==> config.mk <==
export PLATFORM = sky130hd
export DESIGN_NAME = cp0_reg
export DESIGN_NICKNAME = d
export VERILOG_FILES = /design/src/rtl/cp0_reg.sv
export SDC_FILE = /design/constraint.sdc
export NUM_CORES = 1
export LEC_CHECK = 0
export CAP_MARGIN = 30
export CORE_MARGIN = 2
export CORE_UTILIZATION = 45
export CTS_BUF_LIST = sky130_fd_sc_hd__clkbuf_2
export CTS_CLUSTER_DIAMETER = 80
export DETAILED_ROUTE_END_ITERATION = 16
export PLACE_DENSITY = 0.91
export REMOVE_ABC_BUFFERS = 1
export SYNTH_ARGS = -nofsm -noshare
export SYNTH_HDL_FRONTEND = slang
export SYNTH_SLANG_ARGS = --single-unit
==> constraint.sdc <==
create_clock -name clk -period 8.23 [get_ports clk]
set_clock_uncertainty 0.15 [all_clocks]
set_input_delay 1.646 -clock clk [delete_from_list [all_inputs] [get_ports clk]]
set_output_delay 1.646 -clock clk [all_outputs]
set_load 0.1 [all_outputs]
==> src/rtl/cp0_reg.sv <==
// MIPS CP0 register file: Status, Cause, EPC, BadVAddr and optional Count/Compare timer.
// Define CP0_TIMER_EN to build the Count/Compare timer; otherwise both read 0 and timer_int_o is 0.
module cp0_reg (
  input  logic        clk,
  input  logic        rst,
  input  logic        re_i,
  input  logic [4:0]  raddr_i,
  output logic [31:0] data_o,
  input  logic        we_i,
  input  logic [4:0]  waddr_i,
  input  logic [31:0] wdata_i,
  input  logic [5:0]  int_i,
  input  logic        exc_req_i,
  input  logic [4:0]  exc_code_i,
  input  logic [31:0] exc_pc_i,
  input  logic        exc_in_delay_i,
  input  logic [31:0] exc_badvaddr_i,
  input  logic        eret_i,
  output logic [31:0] status_o,
  output logic [31:0] cause_o,
  output logic [31:0] epc_o,
  output logic        int_req_o,
  output logic        timer_int_o
);

  localparam logic [4:0] REG_BADVADDR = 5'd8;
  localparam logic [4:0] REG_COUNT    = 5'd9;
  localparam logic [4:0] REG_COMPARE  = 5'd11;
  localparam logic [4:0] REG_STATUS   = 5'd12;
  localparam logic [4:0] REG_CAUSE    = 5'd13;
  localparam logic [4:0] REG_EPC      = 5'd14;

  logic [7:0]  im;
  logic        exl;
  logic        ie;
  logic        bd;
  logic [5:0]  ip_hw;
  logic [1:0]  ip_sw;
  logic [4:0]  exc_code;
  logic [31:0] epc;
  logic [31:0] badvaddr;
  logic [31:0] count;
  logic [31:0] compare;
  logic        timer_pend;

  logic wr_status, wr_cause, wr_epc;
  assign wr_status = we_i && (waddr_i == REG_STATUS);
  assign wr_cause  = we_i && (waddr_i == REG_CAUSE);
  assign wr_epc    = we_i && (waddr_i == REG_EPC);

  // Status: exception beats ERET beats MTC0 on EXL; IM/IE only see MTC0
  always_ff @(posedge clk or posedge rst) begin
    if (rst) begin
      im  <= '0;
      exl <= 1'b0;
      ie  <= 1'b0;
    end else begin
      if (wr_status) begin
        im <= wdata_i[15:8];
        ie <= wdata_i[0];
      end
      if (exc_req_i)
        exl <= 1'b1;
      else if (eret_i)
        exl <= 1'b0;
      else if (wr_status)
        exl <= wdata_i[1];
    end
  end

  // Cause, EPC, BadVAddr; nested exceptions (EXL already set) keep EPC and BD
  always_ff @(posedge clk or posedge rst) begin
    if (rst) begin
      bd       <= 1'b0;
      ip_hw    <= '0;
      ip_sw    <= '0;
      exc_code <= '0;
      epc      <= '0;
      badvaddr <= '0;
    end else begin
      ip_hw <= {int_i[5] | timer_pend, int_i[4:0]};
      if (wr_cause)
        ip_sw <= wdata_i[9:8];
      if (exc_req_i)
        exc_code <= exc_code_i;
      if (exc_req_i && !exl) begin
        bd  <= exc_in_delay_i;
        epc <= exc_in_delay_i ? (exc_pc_i - 32'd4) : exc_pc_i;
      end else if (wr_epc) begin
        epc <= wdata_i;
      end
      if (exc_req_i && ((exc_code_i == 5'h04) || (exc_code_i == 5'h05)))
        badvaddr <= exc_badvaddr_i;
    end
  end

`ifdef CP0_TIMER_EN
  logic tick;
  logic wr_count, wr_compare;
  assign wr_count   = we_i && (waddr_i == REG_COUNT);
  assign wr_compare = we_i && (waddr_i == REG_COMPARE);

  // Count advances on every second clock; a software write restarts the half-rate phase
  always_ff @(posedge clk or posedge rst) begin
    if (rst) begin
      count      <= '0;
      compare    <= '0;
      tick       <= 1'b0;
      timer_pend <= 1'b0;
    end else begin
      if (wr_count) begin
        count <= wdata_i;
        tick  <= 1'b0;
      end else begin
        tick <= ~tick;
        if (tick)
          count <= count + 32'd1;
      end
      if (wr_compare)
        compare <= wdata_i;
      if (wr_compare)
        timer_pend <= 1'b0;
      else if ((count == compare) && (compare != '0))
        timer_pend <= 1'b1;
    end
  end
`else
  assign count      = '0;
  assign compare    = '0;
  assign timer_pend = 1'b0;
`endif

  assign status_o    = {9'b0, 1'b1, 6'b0, im, 6'b0, exl, ie};
  assign cause_o     = {bd, 15'b0, ip_hw, ip_sw, 1'b0, exc_code, 2'b0};
  assign epc_o       = epc;
  assign timer_int_o = timer_pend;
  assign int_req_o   = !rst && ie && !exl && (|({ip_hw, ip_sw} & im));

  always_comb begin
    data_o = '0;
    if (re_i && !rst) begin
      case (raddr_i)
        REG_BADVADDR: data_o = badvaddr;
        REG_COUNT:    data_o = count;
        REG_COMPARE:  data_o = compare;
        REG_STATUS:   data_o = status_o;
        REG_CAUSE:    data_o = cause_o;
        REG_EPC:      data_o = epc;
        default:      data_o = '0;
      endcase
    end
  end

endmodule
==> results of run 1 <==
==> routing by layer <==
layer / vias to the layer above / GRT usage (%) / part of all wire [%]
met2: 245 / 45.3 / 51
li1: 2171 / - / -
met3: 43 / 4.72 / 6.2
met4: 0 / 12.1 / 3.0
met5: - / 0 / 0
met1: 2349 / 30.9 / 40
==> report_power, final <==
group | leakage (uW) | total (uW) | switching, uW | internal (uW)
clock | 0.0000544 | 188 | 149 | 38.9
sequential | 0.00104 | 577 | 65.1 | 512
combinational | 0.00181 | 718 | 519 | 199
==> cell usage in the layout (no fill, tap or decap), types with 3 or more instances in the layout <==
cell,instances
xor2_1,4
clkinv_1,3
a31oi_1,12
nand2_1,72
buf_4,9
a22oi_1,35
inv_1,4
nor4_1,7
nor3b_2,4
nor2_1,45
dfrtp_1,88
nor3_1,5
xnor2_1,24
nor4b_1,3
a21oi_1,28
a222oi_1,8
nor3_2,3
clkdlybuf4s50_1,210
mux2_2,48
clkbuf_2,11
or3_1,6
conb_1,41
and3_1,21
==> worst max path at each step <==
stage               start          to  depth (start not counted)
6_report       raddr_i[2]   data_o[8]                          8
4_1_cts        raddr_i[0]  data_o[25]                          6
2_1_floorplan  raddr_i[4]  data_o[13]                          4
5_1_grt        raddr_i[2]  data_o[13]                          7
3_3_place_gp   raddr_i[2]   data_o[5]                          7
3_5_place_dp   raddr_i[0]  data_o[25]                          6
==> per-stage QoR <==
step | instances | area [um^2] | utilization, %
2_1_floorplan | 490 | 4790 | -
3_3_place_gp | 849 | 7160 | 65.5
3_5_place_dp | 851 | 7190 | 65.8
4_1_cts | 867 | 7270 | 66.5
5_1_grt | 867 | 7270 | 66.5
6_report | 867 | 7270 | 66.5
==> area by class of cell <==
| class | count | area [um^2] | share of cell area (%) |
|---|---|---|---|
| clock buffers | 11 | 55.1 | 0.757 |
| clock inverters | 5 | 23.8 | 0.327 |
| inverters | 5 | 21.3 | 0.293 |
| multi-input cells | 397 | 2600 | 35.7 |
| flip-flops and latches | 88 | 2200 | 30.3 |
| well taps | 140 | 175 | 2.41 |
| repair buffers | 221 | 2200 | 30.2 |
==> sequential cells by signal (all words and copies together) (netlist names) <==
signal,flops
exc_code,5
im,8
badvaddr,32
ip_hw,6
ip_sw,2
ie,1
epc_o,32
bd,1
exl,1
==> worst register-to-register path, stage by stage, from the launching register on <==
cell	delay [ns]
dfrtp_1	0.53
nand2b_2	0.64
a211oi_1	0.43
a31oi_1	0.07
==> cells by family after synthesis <==
group,share of synthesized area [%]
AOI/OAI and AO/OA,11.7
xor gates and xnor gates,4.81
adders and majority gates,0.441
buffers and inverters,9.34
DFF,43.2
muxes,10.8
other,0.147
and+or+nand+nor,19.6
==> Yosys cell counts, drive strengths merged <==
master	count	area, um^2
a211oi	1	7.51
a21boi	1	7.51
a21oi	29	149
a221oi	1	8.76
a222oi	8	80.1
a22oi	35	263
a31oi	12	75.1
and3	21	131
and4bb	1	12.5
buf	48	353
clkbuf	28	105
conb	2	7.51
dfrtp	88	2200
ha	1	12.5
inv	5	18.8
maj3	1	10.0
mux2	48	541
mux2i	1	10.0
nand2	72	270
nand2b	4	27.5
nand3	1	17.5
nand3b	1	7.51
nand4	2	18.8
nand4b	2	17.5
nor2	45	169
nor2b	1	6.26
nor3	8	55.1
nor3b	5	42.5
nor4	11	105
nor4b	3	26.3
o21bai	1	7.51
or2	1	6.26
or3	7	48.8
or3b	1	8.76
or4	2	18.8
or4b	1	10.0
xnor2	24	210
xor2	4	35.0
==> results.json, run 1 <==
{
  "leakagePower_uw": 0.00290,
  "rsz0062_at_grt": "false",
  "cap_violations": 0,
  "drc": 0,
  "pre_cts_ws_ns": 1.82,
  "clk_latency_ns": 0.52,
  "post_cts_buffers": 0,
  "cts.sinks": 88,
  "startpoint_type": "primary input",
  "period_minus_slack_ns": 6.43,
  "initial_core_util_pct": 46.7,
  "relSlewSlack_pct": 32.2,
  "cts_tree": "yes",
  "required_ns": 6.43,
  "synthDistinctLibCells": 49,
  "ys_ff_latch": 88,
  "cts-resized-gates": 0,
  "clock.fmax_mhz": 155,
  "clockBufferDepth": 2,
  "crit_top_cell": "clkdlybuf4s50_1",
  "ys_seq_area_share_pct": 43.2,
  "syn2layout_area_growth_pct": 42.5,
  "total_power_uw": 1480,
  "arrival_ns": 4.64,
  "synthCells": 527,
  "slowest_stage": "clkdlybuf4s50_1",
  "dpl.hpwl_um": 12100,
  "pwr_density_cell_mw_per_mm2": 204,
  "finalSetupViolCount": 0,
  "routed_via_density": 5.55,
  "gp_congestion": 0.788,
  "grt_max_degree": 46,
  "critPathTopFamily": "buffers and inverters",
  "grt_pass1_wl_um": 25600,
  "drt_iter0_markers": 314,
  "h-tree-depth": 3,
  "timing.rr.end": "epc_o[5]$_DFFE_PP0P_",
  "rr_worst_depth": 3,
  "rows": 38,
  "grt_pass1_vias": 5063,
  "cp-end-kind": "output pin",
  "tightest_slew_ns": 1.01,
  "synth_area_mm2": 0.00510,
  "worstSetupPathType": "in2out",
  "drv_slew": 0,
  "diodes": 0,
  "drive_gt1_share_pct": 12.9,
  "path_buf_inv": 4,
  "detail-route-antenna-nets": 0,
  "cts-root-buf": "clkbuf_2",
  "peakVddDrop_v": 0.000127,
  "clk_pin_slew_worst_paths_ns": 0.23,
  "min_from": "badvaddr[19]$_DFFE_PP0P_",
  "cts_hold_buf": 0,
  "holdPathStages": 1,
  "syn_area_per_cell_um2": 9.68,
  "die_area_mm2": 0.0122,
  "final_nets": 847,
  "fillers": 866,
  "die-height_um": 110,
  "r2r_start": "exl$_DFFE_PP0P_",
  "ioPinCount": 254,
  "hold_violations": 0,
  "die_width_um": 110,
  "path_max_fanout": 9,
  "setup_slack_ns": 1.80,
  "setup_tns_ns": 0,
  "yosysWarnings": 0,
  "post-route-period-util_pct": 78.2,
  "core_mm2": 0.0109,
  "io_buffers": 212,
  "whs_ns": 0.396,
  "max_stage_delay_ns": 1.15,
  "via_count": 4808,
  "cts_made_buffers": 9,
  "worst_hold_path.endpoint": "badvaddr[19]$_DFFE_PP0P_",
  "grt-ovfl-total": 0,
  "antenna_found_initial": 0,
  "track_usage_pct": 25.9,
  "hold_class": "reg2reg",
  "rrSetupSlack_ns": 6.32,
  "crit_chain": "clkdlybuf4s50_1 > inv_1 > or2_2 > nor3b_2 > buf_6 > a22oi_1 > a21oi_1 > clkdlybuf4s50_1",
  "first_pass_iters": 6,
  "status": "completed",
  "wl_per_cell_um": 18.9,
  "routed_wl_um": 16400
}
Note: power is estimated with default switching activity, not from simulation.
==> inputs of run 2 (changes only) <==
--- a/config.mk
+++ b/config.mk
@@ -7,11 +7,11 @@
 export LEC_CHECK = 0
 export CAP_MARGIN = 30
 export CORE_MARGIN = 2
-export CORE_UTILIZATION = 45
+export CORE_UTILIZATION = 42
 export CTS_BUF_LIST = sky130_fd_sc_hd__clkbuf_2
 export CTS_CLUSTER_DIAMETER = 80
 export DETAILED_ROUTE_END_ITERATION = 16
-export PLACE_DENSITY = 0.91
+export PLACE_DENSITY = 0.86
 export REMOVE_ABC_BUFFERS = 1
 export SYNTH_ARGS = -nofsm -noshare
 export SYNTH_HDL_FRONTEND = slang
==> constraint.sdc (replaced) <==
create_clock -name clk -period 6 [get_ports clk]
set_clock_uncertainty 0.15 [all_clocks]
set_input_delay 1.2 -clock clk [delete_from_list [all_inputs] [get_ports clk]]
set_output_delay 1.2 -clock clk [all_outputs]
set_load 0.1 [all_outputs]
==> run 2 against run 1 <==
  * Clock-buffer cell count fell by 2
  * Worst hold slack worse by 0.0078 ns
  * Sequential power rose by 37%
  * Core utilization decreased by 5.2 points
  * First-iteration DRC count decreased by 22%
  * Routed wire length decreased by 1.3%
  * Worst setup slack got worse by 0.69 ns
  * Non-clock buffer count fell by 1
  * Sequential cell count is the same
  * Critical path depth fell by 1
  * Sequential share of layout area shrank 0.12 points
  * Register-to-register slack lost 2.3 ns
  * Critical endpoint is now data_o[9]
  * Largest power group unchanged
==> results.json, run 2 (synthesized netlist as in run 1, its figures left out) <==
{
  "finalSetupViolCount": 0,
  "status": "completed",
  "routed_wl_um": 16200,
  "final_common_cell": "clkdlybuf4s50_1",
  "die_area_mm2": 0.0130,
  "peakVddDrop_v": 0.000153,
  "io_buffers": 212,
  "wl_per_cell_um": 18.6,
  "seqPwrFrac_pct": 37.5,
  "cts.sinks": 88,
  "startpoint_type": "primary input",
  "track_usage_pct": 24.8,
  "clk_latency_ns": 0.55,
  "path_max_fanout": 11,
  "rrSetupSlack_ns": 4.07,
  "post-route-period-util_pct": 81.6,
  "gp_congestion": 0.830,
  "worstSetupPathType": "in2out",
  "post_cts_buffers": 0,
  "final_nets": 846,
  "setup_tns_ns": 0,
  "ioPinCount": 254,
  "power_frac_comb_pct": 46.7,
  "rr_worst_depth": 3,
  "endpoint": "data_o[9]",
  "p_sw_uw": 1000,
  "min_from": "badvaddr[20]$_DFFE_PP0P_",
  "p_int_uw": 1110,
  "relSlewSlack_pct": 32.8,
  "arrival_ns": 3.55,
  "grt_pass1_vias": 4865,
  "hold_class": "reg2reg",
  "stdcell_area_mm2": 0.00730,
  "grt-ovfl-total": 0,
  "leakagePower_uw": 0.00300,
  "h-tree-depth": 3,
  "rows": 40,
  "via_count": 4778,
  "drc": 0,
  "clock.fmax_mhz": 204,
  "diodes": 0,
  "cp-end-kind": "output pin",
  "clockBufferDepth": 2,
  "syn2layout_area_growth_pct": 43.0,
  "required_ns": 4.65,
  "hold_violations": 0,
  "cts_made_buffers": 9,
  "routed_via_density": 5.49,
  "grt_pass1_wl_um": 25300,
  "tightest_slew_ns": 1.00,
  "cap_violations": 0,
  "period_minus_slack_ns": 4.90,
  "cts_hold_buf": 0,
  "cts_tree": "yes",
  "core_mm2": 0.0119,
  "first_pass_iters": 5,
  "drive_gt1_share_pct": 17.1,
  "rsz0062_at_grt": "false",
  "r2r_start": "exl$_DFFE_PP0P_",
  "dpl.hpwl_um": 11800,
  "initial_core_util_pct": 42.8,
  "die-height_um": 114,
  "die_width_um": 114,
  "cts-resized-gates": 0,
  "detail-route-antenna-nets": 0,
  "drv_slew": 0,
  "pwr_density_cell_mw_per_mm2": 289,
  "drt_iter0_markers": 244,
  "worstSetupStartpoint": "raddr_i[2]",
  "grt_max_degree": 48,
  "clk_pin_slew_worst_paths_ns": 0.23,
  "placedInstanceArea_mm2": 0.00718,
  "cts-root-buf": "clkbuf_2",
  "clockPowerShare_pct": 15.8,
  "antenna_found_initial": 0,
  "netSwitchingFraction_pct": 47.5,
  "final_cell_mix": "180 x clkdlybuf4s50_1, 88 x dfrtp_1, 72 x nand2_1, 48 x mux2_2, 45 x nor2_1",
  "timing.rr.end": "epc_o[14]$_DFFE_PP0P_"
}
-- run 2: cell types whose count changed in the layout (fill, tap and decap cells not counted), sizes merged --
cell           previous run  this run
clkinvlp                  1         0
buf                      11        40
bufinv                    0         2
clkbuf                   11         9
inv                       5         4
clkdlybuf4s50           210       180
-- run 2: power groups by stage --
stage / registers, uW / logic [uW] / clock network, uW
after floorplan: 1220 / 275 / 0
after global placement: 791 / 971 / 0
after detailed placement: 799 / 986 / 0
after CTS: 788 / 988 / 346
after global routing: 804 / 1020 / 366
final: 790 / 985 / 333
-- run 2: worst max-delay path, cell delays in order --
cell             delay (ns)
clkdlybuf4s50_1        0.50
inv_1                  0.06
or2_2                  0.34
nor3_2                 0.71
a22oi_1                0.18
a21oi_1                0.24
buf_4                  0.32
-- run 2: how the worst min path moves through the flow --
stage,depth (start not counted),slack (ns),endpoint
2_1_floorplan,1,0.33,badvaddr[10]$_DFFE_PP0P_
3_3_place_gp,1,0.34,badvaddr[12]$_DFFE_PP0P_
3_5_place_dp,1,0.34,badvaddr[24]$_DFFE_PP0P_
4_1_cts,1,0.39,badvaddr[12]$_DFFE_PP0P_
5_1_grt,1,0.41,badvaddr[12]$_DFFE_PP0P_
6_report,1,0.39,badvaddr[20]$_DFFE_PP0P_
-- run 2: layout make-up --
class,instances,area (um^2)
timing repair buffer,220,2170
clock inverter,5,73.8
clock buffer,9,45.0
fill,967,4610
multi-input combinational,397,2600
sequential,88,2200
inverter,5,20.0
tap,147,184
-- run 2: per-layer routing --
metal | global-route usage, % | routed length (um)
met1 | 29.8 | 6520
met3 | 3.71 | 851
met2 | 44.4 | 8440
met5 | 0 | 0
met4 | 10.4 | 367
-- run 2: per-stage QoR --
stage / std cells / hold slack (ns) / worst slack, ns / util [%] / total power (uW)
final: 871 / 0.389 / 1.10 / 61.3 / 2110
after global routing: 871 / 0.406 / 1.04 / 61.3 / 2190
after CTS: 871 / 0.390 / 1.10 / 61.3 / 2120
after detailed placement: 857 / 0.343 / 1.10 / 60.3 / 1790
after global placement: 856 / 0.337 / 1.27 / 60.1 / 1760
after floorplan: 490 / 0.330 / -0.846 / - / 1500
==> inputs of run 3 (changes only) <==
--- a/config.mk
+++ b/config.mk
@@ -7,11 +7,11 @@
 export LEC_CHECK = 0
 export CAP_MARGIN = 30
 export CORE_MARGIN = 2
-export CORE_UTILIZATION = 42
+export CORE_UTILIZATION = 38
 export CTS_BUF_LIST = sky130_fd_sc_hd__clkbuf_2
 export CTS_CLUSTER_DIAMETER = 80
 export DETAILED_ROUTE_END_ITERATION = 16
-export PLACE_DENSITY = 0.86
+export PLACE_DENSITY = 0.82
 export REMOVE_ABC_BUFFERS = 1
 export SYNTH_ARGS = -nofsm -noshare
 export SYNTH_HDL_FRONTEND = slang
==> constraint.sdc (replaced) <==
create_clock -name clk -period 4.5 [get_ports clk]
set_clock_uncertainty 0.15 [all_clocks]
set_input_delay 0.9 -clock clk [delete_from_list [all_inputs] [get_ports clk]]
set_output_delay 0.9 -clock clk [all_outputs]
set_load 0.1 [all_outputs]
==> run 3 against run 2 <==
  * Sequential power is 33% higher
  * Clock power increased by 2%
  * Core utilization down 3.3 points
  * Power is 28% higher
  * Via count down 1.9%
  * Sequential share of layout area decreased by 1.4 points
  * Clock-buffer cell count is 1 higher
  * Critical path type unchanged
  * Largest cell class unchanged
  * Highest routed layer unchanged
==> results.json, run 3 (synthesized netlist as in run 1, its figures left out) <==
{
  "rr_worst_depth": 3,
  "timing.rr.end": "epc_o[5]$_DFFE_PP0P_",
  "grt_pass1_wl_um": 25100,
  "routed_wl_um": 15900,
  "period_minus_slack_ns": 4.09,
  "drc": 0,
  "total_power_uw": 2700,
  "clock.fmax_mhz": 245,
  "drv_slew": 0,
  "pwr_density_cell_mw_per_mm2": 353,
  "cts_made_buffers": 9,
  "first_pass_iters": 6,
  "post_cts_buffers": 0,
  "relSlewSlack_pct": 33.0,
  "die_width_um": 120,
  "grt_pass1_vias": 4774,
  "final_common_cell": "clkdlybuf4s50_1",
  "rsz0062_at_grt": "false",
  "clockBufferDepth": 2,
  "routed_via_density": 5.18,
  "via_count": 4686,
  "path_max_fanout": 15,
  "io_buffers": 212,
  "dpl.hpwl_um": 11900,
  "diodes": 0,
  "tightest_slew_ns": 1.00,
  "fillers": 1135,
  "die-height_um": 120,
  "h-tree-depth": 3,
  "syn2layout_area_growth_pct": 49.8,
  "post-route-period-util_pct": 90.9,
  "die_area_mm2": 0.0144,
  "drive_gt1_share_pct": 17.6,
  "final_cell_mix": "179 x clkdlybuf4s50_1, 88 x dfrtp_1, 71 x nand2_1, 48 x mux2_2, 45 x nor2_1",
  "leakagePower_uw": 0.00307,
  "clk_latency_ns": 0.55,
  "gp_congestion": 0.809,
  "status": "completed",
  "cts.sinks": 88,
  "finalSetupViolCount": 0,
  "cts-resized-gates": 0,
  "peakVddDrop_v": 0.000267,
  "ioPinCount": 254,
  "initial_core_util_pct": 38.7,
  "grt-ovfl-total": 0,
  "placedInstanceArea_mm2": 0.00757,
  "core_mm2": 0.0132,
  "clk_pin_slew_worst_paths_ns": 0.22,
  "cts_tree": "yes",
  "cp-end-kind": "output pin",
  "hold_class": "reg2reg",
  "endpoint": "data_o[12]",
  "required_ns": 3.45,
  "multi_input_area_mm2": 0.00260,
  "cts_hold_buf": 0,
  "min_from": "badvaddr[18]$_DFFE_PP0P_",
  "cts-root-buf": "clkbuf_2",
  "drt_iter0_markers": 243,
  "worstSetupStartpoint": "raddr_i[2]",
  "rows": 42,
  "final_nets": 849,
  "detail-route-antenna-nets": 0,
  "seq_area_mm2": 0.00220,
  "holdPathStages": 1,
  "track_usage_pct": 22.2,
  "grt_max_degree": 64,
  "stdcell_area_mm2": 0.00764,
  "wl_per_cell_um": 17.6,
  "setup_tns_ns": 0,
  "rrSetupSlack_ns": 2.56,
  "startpoint_type": "primary input",
  "antenna_found_initial": 0,
  "hold_violations": 0,
  "arrival_ns": 3.04,
  "cap_violations": 0,
  "r2r_start": "exl$_DFFE_PP0P_",
  "worstSetupPathType": "in2out"
}
[run 3: worst min-delay path by stage]
stage	to
final	badvaddr[18]$_DFFE_PP0P_
after global routing	badvaddr[18]$_DFFE_PP0P_
after detailed placement	badvaddr[18]$_DFFE_PP0P_
after floorplan	badvaddr[10]$_DFFE_PP0P_
after global placement	badvaddr[19]$_DFFE_PP0P_
after CTS	badvaddr[15]$_DFFE_PP0P_
[run 3: critical path, cell delays in order]
cell and delay (ns):
clkdlybuf4s50_1 0.50, inv_1 0.07, maj3_1 0.35, or4b_1 0.50, buf_4 0.22, a21oi_1 0.27, buf_12 0.22
[run 3: final cells by class]
class,instances,area share (%)
clock buffers,10,0.655
clock inverters,6,0.344
inverters,5,0.278
multi-input cells,397,34.0
flip-flops and latches,88,28.8
well taps,176,2.88
repair buffers,223,33.0
[run 3: power breakdown]
part | switching, uW | internal [uW] | total, uW | leakage [uW]
Combinational | 945 | 365 | 1310 | 0.00197
Clock | 271 | 67.2 | 338 | 0.0000580
Sequential | 112 | 937 | 1050 | 0.00104
Total | 1330 | 1370 | 2700 | 0.00307
[run 3: stage by stage]
stage          std cells  utilization [%]  worst slack, ns  hold slack (ns)
6_report             905             58.0            0.410            0.386
5_1_grt              905             58.0            0.326            0.404
4_1_cts              905             58.0            0.425            0.390
3_5_place_dp         889             57.4            0.449            0.343
3_3_place_gp         888             57.3            0.478            0.337
2_1_floorplan        490                -            -1.75            0.330
[run 3: routing by layer]
layer	part of all wire [%]	vias up	track usage, %
li1	-	2175	-
met1	40	2272	28.3
met2	50	206	37.4
met3	7.0	33	4.56
met4	2.6	0	8.24
met5	0	-	0
